===== config.mk =====
export PLATFORM = sky130hd
export DESIGN_NAME = wb_merge
export DESIGN_NICKNAME = d
export VERILOG_FILES = /design/src/rtl/wb_merge.sv
export SDC_FILE = /design/constraint.sdc
export NUM_CORES = 1
export LEC_CHECK = 0
export CAP_MARGIN = 10
export CORE_UTILIZATION = 57
export DETAILED_ROUTE_END_ITERATION = 6
export HOLD_SLACK_MARGIN = 0.1
export MAX_ROUTING_LAYER = met4
export PLACE_DENSITY = 0.84
export SETUP_SLACK_MARGIN = 0.15
export SYNTH_ARGS = -nofsm -noshare
export SYNTH_HDL_FRONTEND = slang
export SYNTH_SLANG_ARGS = --single-unit

===== constraint.sdc =====
create_clock -name clk -period 7.6 [get_ports clk]
set_input_delay 1.14 -clock clk [delete_from_list [all_inputs] [get_ports clk]]
set_output_delay 1.14 -clock clk [all_outputs]
set_load 0.02 [all_outputs]

===== src/rtl/wb_merge.sv =====
// ----------------------------------------------------------------------------
// wb_merge
//
// Drives the register file's single write port from two result sources:
//   - the in-order pipeline writeback (fixed priority, never stalls), and
//   - the multi-cycle divide unit, whose results are buffered in a small FIFO
//     and drained into writeback slots the pipeline leaves idle.
// A pending-destination scoreboard tracks registers still awaiting a divide
// result so the hazard unit can stall their readers.
//
// Ports:
//   clk, rst                  clock, synchronous active-high reset
//   wb_en, wb_rd, wb_data     pipeline writeback
//   div_issue, div_issue_rd   divide issued (marks destination pending)
//   div_valid, div_rd,
//   div_data, div_ready       divide result handshake
//   rf_wr_en, rf_dest_addr,
//   rf_wr_data                registered regfile write port (1-cycle latency)
//   pend_mask                 bit i set: x_i awaits a divide result
//   fifo_cnt                  FIFO occupancy (debug)
// ----------------------------------------------------------------------------
module wb_merge #(
  parameter int unsigned DEPTH = 4,
  parameter int unsigned XLEN  = 32
) (
  input  logic                         clk,
  input  logic                         rst,
  input  logic                         wb_en,
  input  logic [4:0]                   wb_rd,
  input  logic [XLEN-1:0]              wb_data,
  input  logic                         div_issue,
  input  logic [4:0]                   div_issue_rd,
  input  logic                         div_valid,
  input  logic [4:0]                   div_rd,
  input  logic [XLEN-1:0]              div_data,
  output logic                         div_ready,
  output logic                         rf_wr_en,
  output logic [4:0]                   rf_dest_addr,
  output logic [XLEN-1:0]              rf_wr_data,
  output logic [31:0]                  pend_mask,
  output logic [$clog2(DEPTH+1)-1:0]   fifo_cnt
);

  localparam int unsigned PW = $clog2(DEPTH);
  localparam int unsigned CW = $clog2(DEPTH+1);

  // FIFO storage and pointers; pointers wrap naturally since DEPTH is 2^PW.
  logic [4:0]      r_fifo_rd   [DEPTH];
  logic [XLEN-1:0] r_fifo_data [DEPTH];
  logic [PW-1:0]   r_wptr;
  logic [PW-1:0]   r_rptr;
  logic [CW-1:0]   r_cnt;

  logic            r_wr_en;
  logic [4:0]      r_dest_addr;
  logic [XLEN-1:0] r_wr_data;
  logic [31:0]     r_pend;

  logic            w_pipe_slot;
  logic            w_div_push;
  logic            w_fifo_empty;
  logic [4:0]      w_head_rd;
  logic [XLEN-1:0] w_head_data;
  logic            w_pop;
  logic            w_bypass;
  logic            w_push;

  logic            w_wr_en_nxt;
  logic [4:0]      w_dest_addr_nxt;
  logic [XLEN-1:0] w_wr_data_nxt;
  logic            w_clr_en;
  logic [4:0]      w_clr_rd;
  logic [31:0]     w_pend_nxt;
  logic [CW-1:0]   w_cnt_nxt;

  // Ready depends on occupancy only, never on the pipeline writeback.
  assign div_ready = !rst && (r_cnt < CW'(DEPTH));

  assign w_pipe_slot  = wb_en && (wb_rd != 5'd0);
  assign w_div_push   = div_valid && div_ready;
  assign w_fifo_empty = (r_cnt == '0);
  assign w_head_rd    = r_fifo_rd[r_rptr];
  assign w_head_data  = r_fifo_data[r_rptr];
  assign w_pop        = !w_pipe_slot && !w_fifo_empty;
  // An empty FIFO with a free slot forwards the incoming result directly.
  assign w_bypass     = !w_pipe_slot && w_fifo_empty && w_div_push;
  assign w_push       = w_div_push && !w_bypass;

  // Output-register next state, in priority order.
  always_comb begin
    w_wr_en_nxt     = 1'b0;
    w_dest_addr_nxt = r_dest_addr;
    w_wr_data_nxt   = r_wr_data;
    w_clr_en        = 1'b0;
    w_clr_rd        = 5'd0;
    if (w_pipe_slot) begin
      w_wr_en_nxt     = 1'b1;
      w_dest_addr_nxt = wb_rd;
      w_wr_data_nxt   = wb_data;
    end else if (w_pop) begin
      // A head entry for x0 is popped and discarded; address/data hold.
      if (w_head_rd != 5'd0) begin
        w_wr_en_nxt     = 1'b1;
        w_dest_addr_nxt = w_head_rd;
        w_wr_data_nxt   = w_head_data;
        w_clr_en        = 1'b1;
        w_clr_rd        = w_head_rd;
      end
    end else if (w_bypass) begin
      w_wr_en_nxt     = (div_rd != 5'd0);
      w_dest_addr_nxt = div_rd;
      w_wr_data_nxt   = div_data;
      w_clr_en        = 1'b1;
      w_clr_rd        = div_rd;
    end
  end

  // Scoreboard: clear first so a same-cycle issue to the same rd wins.
  always_comb begin
    w_pend_nxt = r_pend;
    if (w_clr_en) begin
      w_pend_nxt[w_clr_rd] = 1'b0;
    end
    if (div_issue && (div_issue_rd != 5'd0)) begin
      w_pend_nxt[div_issue_rd] = 1'b1;
    end
    w_pend_nxt[0] = 1'b0;
  end

  always_comb begin
    w_cnt_nxt = r_cnt;
    unique case ({w_push, w_pop})
      2'b10:   w_cnt_nxt = r_cnt + CW'(1);
      2'b01:   w_cnt_nxt = r_cnt - CW'(1);
      default: w_cnt_nxt = r_cnt;
    endcase
  end

  always_ff @(posedge clk) begin
    if (rst) begin
      r_wptr      <= '0;
      r_rptr      <= '0;
      r_cnt       <= '0;
      r_wr_en     <= 1'b0;
      r_dest_addr <= 5'd0;
      r_wr_data   <= '0;
      r_pend      <= '0;
    end else begin
      if (w_push) begin
        r_wptr <= r_wptr + PW'(1);
      end
      if (w_pop) begin
        r_rptr <= r_rptr + PW'(1);
      end
      r_cnt       <= w_cnt_nxt;
      r_wr_en     <= w_wr_en_nxt;
      r_dest_addr <= w_dest_addr_nxt;
      r_wr_data   <= w_wr_data_nxt;
      r_pend      <= w_pend_nxt;
    end
  end

  // Storage needs no reset; occupancy and pointers define what is valid.
  always_ff @(posedge clk) begin
    if (w_push) begin
      r_fifo_rd[r_wptr]   <= div_rd;
      r_fifo_data[r_wptr] <= div_data;
    end
  end

  assign rf_wr_en     = r_wr_en;
  assign rf_dest_addr = r_dest_addr;
  assign rf_wr_data   = r_wr_data;
  assign pend_mask    = r_pend;
  assign fifo_cnt     = r_cnt;

endmodule


==> results of run 1 <==
-- power breakdown --
group          total (uW)  internal, uW  switching (uW)
sequential           1510          1420            86.3
clock                1040           589             451
combinational        1050           447             602
total                3600          2460            1140
-- cells in the mapped netlist, types with 3 or more instances --
master       n  area share (%)
edfxtp_1   148              47
nand2_1    101             4.0
dfxtp_1     78              16
a21oi_1     70             3.7
nand3_1     41             2.2
o21ai_0     39             2.1
mux4_2      37             8.8
o2111ai_1   36             3.3
clkbuf_1    31             1.2
nor2_1      27             1.1
a311oi_1    17             1.6
buf_2       17            0.89
nor3_1      12            0.63
buf_1        7            0.28
a211oi_1     6            0.47
and2_1       6            0.39
inv_1        6            0.24
ha_1         5            0.66
o31ai_1      4            0.32
o41ai_1      4            0.37
a2111oi_0    3            0.28
a211o_1      3            0.28
nand2b_1     3            0.20
xor2_1       3            0.28
-- layer usage --
metal | vias up | track usage [%] | wire length (um)
li1 | 3136 | - | -
met1 | 3487 | 35.75 | 9179
met2 | 403 | 46.34 | 11670
met3 | 47 | 5.633 | 2139
met4 | 0 | 8.693 | 512
met5 | - | - | 0
-- registers in the layout, summed over array words and instances, names as in the netlist, named ones only --
name          flops
r_fifo_rd        20
r_fifo_data     128
rf_wr_data       32
rf_dest_addr      5
pend_mask        31
rf_wr_en          1
r_wptr            2
fifo_cnt          3
r_rptr            2
-- cells by family after synthesis --
logic type                 synth area share, %
buffers and inverters                    3.076
xor gates and xnor gates                0.4601
adders and majority gates               0.8675
muxes                                    9.240
other                                  0.03939
AOI/OAI and AO/OA                        13.39
and+or+nand+nor                          9.832
DFF                                      63.09
-- final cells by class --
type                       count  area, um2  area share, %
clock buffer                  31      635.6          5.363
timing repair buffer         162       1602          13.51
sequential                   226       6008          50.70
tap                          216      270.3          2.280
inverter                       6      22.52         0.1900
clock inverter                11      63.81         0.5384
multi-input combinational    453       3249          27.42
-- tightest hold or removal path: cells and delay by family, from the launching register on --
| kind | cells | cell delay, ns |
|---|---|---|
| flip-flops | 1 | 0.31 |
| AO/OA/AOI/OAI | 2 | 0.12 |
-- worst min path at each step --
stage / start / endpoint
global route: rf_wr_data[15]$_SDFFE_PP0P_ / rf_wr_data[15]$_SDFFE_PP0P_
finish: pend_mask[1]$_SDFF_PP0_ / pend_mask[1]$_SDFF_PP0_
global placement: pend_mask[1]$_SDFF_PP0_ / pend_mask[1]$_SDFF_PP0_
floorplan: r_rptr[1]$_SDFFE_PP0N_ / flop
CTS: pend_mask[1]$_SDFF_PP0_ / pend_mask[1]$_SDFF_PP0_
detailed placement: pend_mask[1]$_SDFF_PP0_ / pend_mask[1]$_SDFF_PP0_
-- per-stage QoR --
stage / area, um2 / util (%) / cells
after global routing: 11850 / 73.54 / 1105
final: 11850 / 73.54 / 1105
after detailed placement: 11150 / 69.20 / 1063
after CTS: 11850 / 73.54 / 1105
after floorplan: 9519 / - / 745
after global placement: 11150 / 69.20 / 1063
==> qor.txt, run 1 <==
outcome: finished, final reports clean
CP Cell Sequence: clkdlybuf4s50_1, or4_1, o21ai_4, buf_4, o21ai_1, a2111oi_0, a211oi_1
reg2reg path depth: 5
clock sinks: 226
synthesized cell area: 9519 um2
Syn Nets: 835
async set-reset flop share out of synthesis: 0%
most used flip-flop cell after synthesis: edfxtp_1
PortBufs: 156
hold path depth: 2
die extent in x: 131.2 um
Synth cell types: 53
core area: 16120 um2
MaxCap Viol Count: 0
Worst Path Max Fanout: 58
Fillers: 1010
share of post-route cells with drive strength above 1: 11.02%
final slew viol count: 0
Crit-path slowest cell: o21ai_4
maximum vdd drop: 0.2112 mV
critical path arrival: 4.71 ns
CTS H-tree depth: 1
largest net degree at the start of global routing: 83
Required @ worst endpoint: 7.95 ns
worst hold slack: 0.4749 ns
Least-Margin Pin Slew: 1.119 ns
total track usage: 28.32%
Remaining DRCs: 0
WP depth: 7
Antenna diodes: 0
R2R Setup Slk: 4.22 ns
minimum clock period: 4.357 ns
Hold Crit Class: flop to flop
Slew headroom: 25.21%
most common cell after layout, fill and taps aside: clkdlybuf4s50_1
Detailed Place HPWL: 14200 um
first-pass GRT wire length: 37280 um
fmax: 229.5 MHz
final setup skew: 0.008962 ns
CP max stage delay: 0.71 ns
period utilization: 57.33%
initial DRC count: 805
static power due to leakage: 0.003828 uW
kind of critical path: input pin to flop
RSZ-0062 raised after global routing: no
Setup crit start kind: input pin
total power: 3599 uW
Worst Slack Setup Final: 3.243 ns
Post-CTS Hold Fix Bufs: 0
number of synthesized flops with an enable pin: 148
yosys warns: 0
Vias: 7073
clock-pin slew on the worst setup and hold paths: 0.06 ns
post-cts sizing count: 0
num rows: 46
Post-CTS Setup Bufs: 0
Routed Antenna Nets: 0
final count of negative-setup-slack endpoints: 0
Worst path top cell family by delay: compound AO/OA/AOI/OAI gates
Crit. End Element: flop
Num CTS Buffers: 23
Area Growth Syn to Fin: 24.50%
routed wire length: 23500 um
CP Buf/Inv Count: 2
CTS tree: yes
vias in the first global route: 7071
RR Endpoint: rf_wr_data[23]$_SDFFE_PP0P_
Avg Cell Area, Syn: 12.78 um2
Root Buffer: clkbuf_16
die height: 131.2 um
sequential area share after synthesis: 63.09%
DIE AREA: 17220 um2
vias per cell: 6.401
Initial Util: 59.07%
Final nets: 962
post-place setup slack: 2.831 ns
routability cong.: 0.8713
Seq cells post-synth: 226
start point of the critical path: wb_rd[4]
initial antenna violation count: 0
total negative setup slack: 0 ns
drt pass-1 iters: 7
grt ovf: 0
CTS Buffer Depth: 3
final hold vios: 0
power density over the cells: 303.7 nW/um2
Ports: 158
Worst setup endpoint: pend_mask[16]$_SDFF_PP0_
Synth Instances: 745
worst-skew pair later-pin latency: 0.51 ns
wire length per cell: 21.26 um
commonest non-fill, non-tap cells in the layout: 155 x clkdlybuf4s50_1, 148 x edfxtp_1, 101 x nand2_1, 76 x dfxtp_1, 70 x a21oi_1
Power figures use the tool's default switching activity.
==> run 2: changes to the inputs <==
--- a/config.mk
+++ b/config.mk
@@ -6,11 +6,11 @@
 export NUM_CORES = 1
 export LEC_CHECK = 0
 export CAP_MARGIN = 10
-export CORE_UTILIZATION = 57
+export CORE_UTILIZATION = 53
 export DETAILED_ROUTE_END_ITERATION = 6
 export HOLD_SLACK_MARGIN = 0.1
 export MAX_ROUTING_LAYER = met4
-export PLACE_DENSITY = 0.84
+export PLACE_DENSITY = 0.79
 export SETUP_SLACK_MARGIN = 0.15
 export SYNTH_ARGS = -nofsm -noshare
 export SYNTH_HDL_FRONTEND = slang
==> constraint.sdc (replaced) <==
create_clock -name clk -period 4.37 [get_ports clk]
set_input_delay 0.6555 -clock clk [delete_from_list [all_inputs] [get_ports clk]]
set_output_delay 0.6555 -clock clk [all_outputs]
set_load 0.02 [all_outputs]
==> run 2 against run 1 <==
Effect of this change:
- worst hold slack lost 0.0030 ns
- power grew 80%
- cell count grew 2.3%
- global-route usage shrank 1.5 points
- first-iteration DRC count shrank 38%
- clock skew grew 0.011 ns
- largest power group unchanged
- utilization shrank 4.3 points
- die area grew 7.4%
==> qor.txt, run 2 (synthesis gave the netlist of run 1 again) <==
outcome: finished, final reports clean
critical path arrival: 3.58 ns (-1.13 ns)
maximum vdd drop: 0.3398 mV (+61%)
Detailed Place HPWL: 14960 um (+5.4%)
core area: 17420 um2 (+8.1%)
Worst Slack Setup Final: 1.228 ns (-2.014 ns)
final hold vios: 0 (unchanged)
wire length per cell: 21.06 um (-0.96%)
post-cts sizing count: 0 (unchanged)
Vias: 6935 (-2.0%)
Setup crit start kind: flop
Antenna diodes: 0 (unchanged)
Initial Util: 54.66% (-4.4 points)
DIE AREA: 18500 um2 (+7.4%)
initial DRC count: 496 (-38%)
routability cong.: 0.8462 (-2.9%)
Hold Crit Class: flop to flop
Post-CTS Setup Bufs: 0 (unchanged)
minimum clock period: 3.142 ns
Largest register FFs: 128 (unchanged)
initial antenna violation count: 0 (unchanged)
num rows: 48 (+4.3%)
Ports: 158 (unchanged)
Num CTS Buffers: 23 (unchanged)
Final nets: 978 (+1.7%)
top sig layer: met4
clock-pin slew on the worst setup and hold paths: 0.06 ns (about the same)
most common cell after layout, fill and taps aside: clkdlybuf4s50_1
drt pass-1 iters: 5 (-2)
final count of negative-setup-slack endpoints: 0 (unchanged)
CTS H-tree depth: 1 (unchanged)
Root Buffer: clkbuf_16
Remaining DRCs: 0 (unchanged)
internal power: 4454 uW (+81%)
static power due to leakage: 0.003949 uW (+3.2%)
Worst Path Max Fanout: 23 (-60%)
total negative setup slack: 0 ns (unchanged)
period utilization: 71.89%
die height: 136.0 um (+3.6%)
power density over the cells: 537.4 nW/um2 (+77%)
largest net degree at the start of global routing: 70 (-16%)
share of post-route cells with drive strength above 1: 12.60% (+1.6 points)
kind of critical path: flop to flop
Crit. End Element: flop
Clock power frac: 30.8% (+1.9 points)
M1 WL: 9794 um (+6.7%)
final slew viol count: 0 (unchanged)
fmax: 318.3 MHz
Least-Margin Pin Slew: 1.064 ns (-0.05532 ns)
CTS tree: yes
routed wire length: 23800 um (+1.3%)
CTS Buffer Depth: 3 (unchanged)
Comb pwr share: 29.1% (about the same)
Layout Cells excl Fill: 1130 (+2.3%)
Required @ worst endpoint: 4.81 ns (-3.14 ns)
die extent in x: 136.0 um (+3.6%)
grt ovf: 0 (unchanged)
Area Growth Syn to Fin: 26.76%
met3 WL: 2102 um (-1.7%)
post-place setup slack: 0.8258 ns (-2.005 ns)
RSZ-0062 raised after global routing: no
final setup skew: 0.02044 ns (+0.01147 ns)
total track usage: 26.83% (-1.5 points)
sequential share of power: 40.1% (-1.8 points)
MaxCap Viol Count: 0 (unchanged)
commonest non-fill, non-tap cells in the layout: 155 x clkdlybuf4s50_1, 148 x edfxtp_1, 101 x nand2_1, 76 x dfxtp_1, 70 x a21oi_1
Fillers: 1267 (+25%)
vias per cell: 6.137 (-4.1%)
clock sinks: 226 (unchanged)
Post-CTS Hold Fix Bufs: 0 (unchanged)
first-pass GRT wire length: 36540 um (-2.0%)
worst-skew pair later-pin latency: 0.53 ns (+0.02 ns)
Routed Antenna Nets: 0 (unchanged)
PortBufs: 156 (unchanged)
placed cell count: 1088 (+2.4%)
Slew headroom: 28.93% (+3.7 points)
largest reg by FF count: r_fifo_data
vias in the first global route: 6683 (-5.5%)
Psw: 2031 uW (+78%)
Sw Share: 31.32% (-0.36 points)
WL met2: 11450 um (-1.8%)
-- run 2: cell count changes in the layout (fill, tap and decap cells not counted) --
cell        before  now
buf_12           0    1
buf_4            6   21
bufinv_16        0    3
clkbuf_1         5    2
clkbuf_8         3    2
clkinv_1         1    4
clkinv_4         1    0
clkinvlp_4       1    0
inv_16           0    1
inv_6            1    0
-- run 2: path summary, 6_finish.rpt --
path	from	endpoint	slack, ns	cells past startpoint
hold reg to reg	pend_mask[5]$_SDFF_PP0_	pend_mask[5]$_SDFF_PP0_	0.47	2
setup reg to reg	flop	rf_wr_data[6]$_SDFFE_PP0P_	1.23	7
setup / recovery	flop	rf_wr_data[6]$_SDFFE_PP0P_	1.23	7
hold / removal	pend_mask[5]$_SDFF_PP0_	pend_mask[5]$_SDFF_PP0_	0.47	2
-- run 2: stage by stage --
step / util, % / hold WS (ns) / cell area [um2] / power [uW]
2_1_floorplan: - / 0.4847 / 9519 / 3837
3_3_place_gp: 64.86 / 0.4596 / 11300 / 4476
3_5_place_dp: 64.86 / 0.4569 / 11300 / 4514
4_1_cts: 69.28 / 0.4656 / 12070 / 6505
5_1_grt: 69.28 / 0.4747 / 12070 / 6758
6_report: 69.28 / 0.4719 / 12070 / 6485
-- run 2: layout make-up --
| class | count | area [um2] | area share, % |
|---|---|---|---|
| clock buffer | 27 | 610.6 | 5.060 |
| sequential | 226 | 6008 | 49.79 |
| timing repair buffer | 178 | 1734 | 14.37 |
| tap | 225 | 281.5 | 2.333 |
| clock inverter | 15 | 160.2 | 1.327 |
| multi-input combinational | 453 | 3249 | 26.93 |
| inverter | 6 | 22.52 | 0.1866 |
-- run 2: worst max-delay path, stage by stage, from the launching register on --
cell	delay (ns)
dfxtp_2	0.62
buf_4	0.37
mux4_2	0.62
nor2_1	0.20
and4_1	0.71
buf_12	0.26
o21ai_0	0.12
a21oi_1	0.16
-- run 2: routing by layer --
metal	vias to the layer above	global-route usage, %
li1	3181	-
met1	3361	35.50
met2	355	43.60
met3	38	4.176
met4	0	6.481
met5	-	-
-- run 2: power by group through the flow --
stage,Sequential [uW],Combinational [uW],Clock [uW]
after detailed placement,2650,1870,0
after CTS,2600,1880,2020
after global placement,2640,1840,0
after global routing,2620,2020,2110
final,2600,1880,2000
after floorplan,2730,1100,0
